[config.mk]
export PLATFORM = sky130hd
export DESIGN_NAME = btn_debounce
export DESIGN_NICKNAME = d
export VERILOG_FILES = /design/src/rtl/btn_debounce.sv
export SDC_FILE = /design/constraint.sdc
export NUM_CORES = 1
export LEC_CHECK = 0
export ABC_AREA = 0
export BUFFER_PORTS_ARGS = -buffer_cell sky130_fd_sc_hd__buf_4
export CAP_MARGIN = 10
export CORE_ASPECT_RATIO = 0.6
export CORE_MARGIN = 2
export CORE_UTILIZATION = 65
export DETAILED_ROUTE_END_ITERATION = 10
export PLACE_DENSITY = 0.87
export RECOVER_POWER = 100
export SYNTH_ARGS = -nofsm -noshare
export SYNTH_HDL_FRONTEND = slang
export SYNTH_SLANG_ARGS = --single-unit
[constraint.sdc]
create_clock -name Clk -period 5.2 [get_ports Clk]
set_input_delay 0.26 -clock Clk [delete_from_list [all_inputs] [get_ports Clk]]
set_output_delay 0.26 -clock Clk [all_outputs]
set_load 0.005 [all_outputs]
[src/rtl/btn_debounce.sv]
// Button/switch conditioning: two-flop synchroniser plus per-bit stability
// counter, giving clean levels, one-cycle edge pulses and a toggle register.

module btn_debounce_lane #(
  parameter int STABLE_CYCLES = 1_000_000,
  parameter int CNT_W         = $clog2(STABLE_CYCLES + 1)
) (
  input  logic Clk,
  input  logic Rst_n,
  input  logic raw,
  output logic btn,
  output logic rise,
  output logic fall,
  output logic toggle
);

  localparam logic [CNT_W-1:0] CNT_MAX = CNT_W'(STABLE_CYCLES - 1);
  localparam logic [CNT_W-1:0] CNT_ONE = CNT_W'(1);

  logic             sync1_q, sync1_d;
  logic             sync2_q, sync2_d;
  logic [CNT_W-1:0] cnt_q, cnt_d;
  logic             btn_q, btn_d;
  logic             rise_q, rise_d;
  logic             fall_q, fall_d;
  logic             toggle_q, toggle_d;

  always_comb begin
    sync1_d  = raw;
    sync2_d  = sync1_q;
    cnt_d    = cnt_q;
    btn_d    = btn_q;
    rise_d   = 1'b0;
    fall_d   = 1'b0;
    toggle_d = toggle_q;
    // Any agreement with the current level restarts the stability window.
    if (sync2_q == btn_q) begin
      cnt_d = '0;
    end else if (cnt_q == CNT_MAX) begin
      cnt_d    = '0;
      btn_d    = sync2_q;
      rise_d   = sync2_q;
      fall_d   = ~sync2_q;
      toggle_d = toggle_q ^ sync2_q;
    end else begin
      cnt_d = cnt_q + CNT_ONE;
    end
  end

  always_ff @(posedge Clk or negedge Rst_n) begin
    if (!Rst_n) begin
      sync1_q  <= 1'b0;
      sync2_q  <= 1'b0;
      cnt_q    <= '0;
      btn_q    <= 1'b0;
      rise_q   <= 1'b0;
      fall_q   <= 1'b0;
      toggle_q <= 1'b0;
    end else begin
      sync1_q  <= sync1_d;
      sync2_q  <= sync2_d;
      cnt_q    <= cnt_d;
      btn_q    <= btn_d;
      rise_q   <= rise_d;
      fall_q   <= fall_d;
      toggle_q <= toggle_d;
    end
  end

  assign btn    = btn_q;
  assign rise   = rise_q;
  assign fall   = fall_q;
  assign toggle = toggle_q;

endmodule

module btn_debounce #(
  parameter int N             = 8,
  parameter int STABLE_CYCLES = 1_000_000,
  parameter int CNT_W         = $clog2(STABLE_CYCLES + 1)
) (
  input  logic         Clk,
  input  logic         Rst_n,
  input  logic [N-1:0] BtnRaw,
  output logic [N-1:0] Btn,
  output logic [N-1:0] BtnRise,
  output logic [N-1:0] BtnFall,
  output logic [N-1:0] Toggle
);

  // Bits share nothing, so simultaneous presses pulse together.
  for (genvar i = 0; i < N; i++) begin : g_lane
    btn_debounce_lane #(
      .STABLE_CYCLES(STABLE_CYCLES),
      .CNT_W        (CNT_W)
    ) u_lane (
      .Clk   (Clk),
      .Rst_n (Rst_n),
      .raw   (BtnRaw[i]),
      .btn   (Btn[i]),
      .rise  (BtnRise[i]),
      .fall  (BtnFall[i]),
      .toggle(Toggle[i])
    );
  end

endmodule

==> impl_metrics.ini <==
[detailed_routing]
drc_errors = 0
ant_nets = 0
viasPerCell = 6.09
wl_um = 20100
drt_iter0_markers = 682
first_pass_iters = 6
route.detailed.wl_per_inst_um = 16.6
vias = 7394

[timing]
fin_crit_ns = 3.56
fin_worst_skew_ns = 0.00814
slew_headroom_pct = -83.1
fin_crit_sh_pct = 68.4
max_freq_ghz = 0.281
finalSetupViolCount = 0
slew_viol_final = 152
setup_tns_ns = 0
finalHoldViolCount = 0
rsz0062_at_grt = no
worst_pin_slew_ns = 2.75

[logic_synthesis]
synth-edff-count = 0
synthFlopType = dfrtp_1
syn_area_um2 = 9930
synthesis.nets = 995
yosys_warnings = 0
yosys_register_bits = 208
syn_area_per_cell_um2 = 10.2
synth_cell_types = 50
syn_inst = 977
async_flop_share_pct = 100
ys_seq_area_share_pct = 52.4

[cts]
cts_hold_buf = 9
clock-sinks = 208
cts_tree = done
path_clk_slew_ns = 0.07
cts-buffers-inserted = 20
clk_latency_ns = 0.50
htree_levels = 1
cts_setup_buffers = 0
cts_buffer_depth = 3
ctsResizeCount = 0
cts-root-buf = clkbuf_16

[die]
fp-row-count = 34
core_um2 = 14700
die_width_um = 164
die_h_um = 99.7
dieArea_um2 = 16300
io_pins = 42
start_util_pct = 67.5

[layout]
nNetsFinal = 1020
fin_area_um2 = 10800
layout_commonest_cell = dfrtp_1
final_cell_mix = 208 x dfrtp_1, 115 x nor2_1, 63 x xnor2_1
seqCellArea_um2 = 5200
n_fill_cell = 1067
antenna_cells = 0
drive_gt1_share_pct = 9.55
multi_input_comb_area_um2 = 4200
area_growth_pct = 8.97

[setup_path]
setup.worst_path.start_class = register
crit_family = compound AO/OA/AOI/OAI gates
rr_worst_depth = 4
r2r_end = g_lane[7].u_lane.cnt_q[3]$_DFF_PN0_
crit_path_end_kind = register
worstPathArrival_ns = 3.84
crit_path_cell_trace = or4_1, or4_1, o21ai_0, nor2_1
r2r_setup_slack_ns = 1.64
required_ns = 5.49
worstSetupPathType = reg2reg
crit_fanout = 19
cpPeakStageDelay_ns = 1.61
path_common_cell = or4_1
crit_slowest_cell = o21ai_0
r2r-start = g_lane[7].u_lane.cnt_q[6]$_DFF_PN0_
worst-path-buf-inv = 0

[global_route]
first_global_vias = 7037
grt_first_pass_wirelength_um = 34500
grt_max_degree = 112
grt_usage_pct = 25.7
antenna_found_initial = 0
gr-total-overflow = 0

[status]
violations = capacitance limit, slew limit
outcome = finished with violations

[min_path]
holdCritPathClass = reg2reg
worstHoldEndpoint = g_lane[5].u_lane.sync2_q$_DFF_PN0_
worstHoldStart = g_lane[5].u_lane.sync1_q$_DFF_PN0_
hold_depth = 0

[power_and_ir_drop]
ir_drop_mv = 0.338
p_per_area_nw_per_um2 = 293
power_leakage_nw = 4.46

[flow_run]
max_cap_violations = 3

[placed_design]
port_buffers = 41
place_area_um2 = 10200
gp_congestion = 0.832
place_hpwl_um = 13000
## cells by family (layout without fill, tap and decap cells)
group | count (synthesis) | count (layout) | synth area share, %
compound gates | 116 | 116 | 6.85
xor+xnor | 108 | 108 | 9.53
fa+ha+maj | 8 | 8 | 1.01
buf+inv | 84 | 123 | 4.61
flops | 208 | 208 | 52.4
mux | 6 | 6 | 0.680
simple gates | 447 | 447 | 24.9
## cell usage after synthesis, types with 4 or more instances
library cell | instances | area [µm²]
dfrtp_1 | 208 | 5200
nor2_1 | 115 | 432
xnor2_1 | 63 | 552
nand3_1 | 56 | 280
nand2_1 | 55 | 206
a21oi_1 | 51 | 255
xor2_1 | 45 | 394
o21ai_0 | 36 | 180
buf_4 | 33 | 248
or3_1 | 33 | 206
inv_1 | 29 | 109
nor3_1 | 29 | 145
or4_1 | 28 | 210
nor4_1 | 26 | 163
nand4_1 | 23 | 144
o31ai_1 | 20 | 150
and3_1 | 19 | 119
clkbuf_1 | 12 | 45.0
ha_1 | 8 | 100
buf_2 | 7 | 35.0
nand2b_1 | 7 | 43.8
nand4b_1 | 7 | 61.3
and4_1 | 6 | 52.6
mux2_2 | 6 | 67.6
nor3b_1 | 5 | 37.5
or2_2 | 5 | 31.3
nand3_2 | 4 | 40.0
## worst max path at each step
stage	to	slack, ns	cells after the start	startpoint
2_1_floorplan	g_lane[7].u_lane.cnt_q[10]$_DFF_PN0_	3.16	5	g_lane[7].u_lane.cnt_q[6]$_DFF_PN0_
3_3_place_gp	g_lane[5].u_lane.cnt_q[18]$_DFF_PN0_	3.01	5	g_lane[5].u_lane.cnt_q[2]$_DFF_PN0_
3_5_place_dp	g_lane[5].u_lane.cnt_q[18]$_DFF_PN0_	2.89	5	g_lane[5].u_lane.cnt_q[2]$_DFF_PN0_
4_1_cts	g_lane[5].u_lane.cnt_q[18]$_DFF_PN0_	2.85	5	g_lane[5].u_lane.cnt_q[2]$_DFF_PN0_
5_1_grt	g_lane[7].u_lane.cnt_q[2]$_DFF_PN0_	1.44	4	g_lane[7].u_lane.cnt_q[6]$_DFF_PN0_
6_report	g_lane[7].u_lane.cnt_q[3]$_DFF_PN0_	1.64	4	g_lane[7].u_lane.cnt_q[6]$_DFF_PN0_
## registers in the layout (all words and copies together), names as in the netlist
| name | count |
|---|---|
| g_lane.u_lane.sync1_q | 8 |
| g_lane.u_lane.fall | 8 |
| g_lane.u_lane.rise | 8 |
| g_lane.u_lane.btn | 8 |
| g_lane.u_lane.sync2_q | 8 |
| g_lane.u_lane.toggle | 8 |
| g_lane.u_lane.cnt_q | 160 |
## worst register-to-register path: stages, from the launching register on
cell and delay [ns]:
dfrtp_1 0.44, or4_1 0.52, or4_1 0.58, o21ai_0 1.61
nor2_1 0.18
## power breakdown
part / switching [mW] / total [mW] / internal, mW
clock network: 0.610 / 1.41 / 0.800
logic: 0.0710 / 0.100 / 0.0290
registers: 0.0245 / 1.66 / 1.64
## routing by layer
metal / GRT usage [%] / vias to the layer above / part of all wire (%)
met3: 3.71 / 30 / 4.6
met4: 6.55 / 0 / 1.7
met5: 0 / - / 0
li1: - / 3478 / -
met1: 39.6 / 3684 / 48
met2: 38.9 / 202 / 45
## area by class of cell
class	instances	share of cell area, %
Clock buffer	29	5.50
Clock inverter	7	0.382
Inverter	29	1.01
Sequential cell	208	48.1
Timing Repair Buffer	58	3.86
Tap cell	198	2.29
Multi-Input combinational cell	685	38.9
## stage by stage
stage               setup slack, ns  power, mW  util, %  std cells  hold slack (ns)
global placement               3.01       1.79     69.4       1169            0.332
global route                   1.44       3.29     73.5       1214            0.365
finish                         1.64       3.17     73.5       1214            0.349
CTS                            2.85       3.20     74.3       1214            0.350
detailed placement             2.89       1.79     69.4       1169            0.335
floorplan                      3.16       1.73        -        977          -0.0356
No activity file was read; power rests on OpenSTA's default activity.
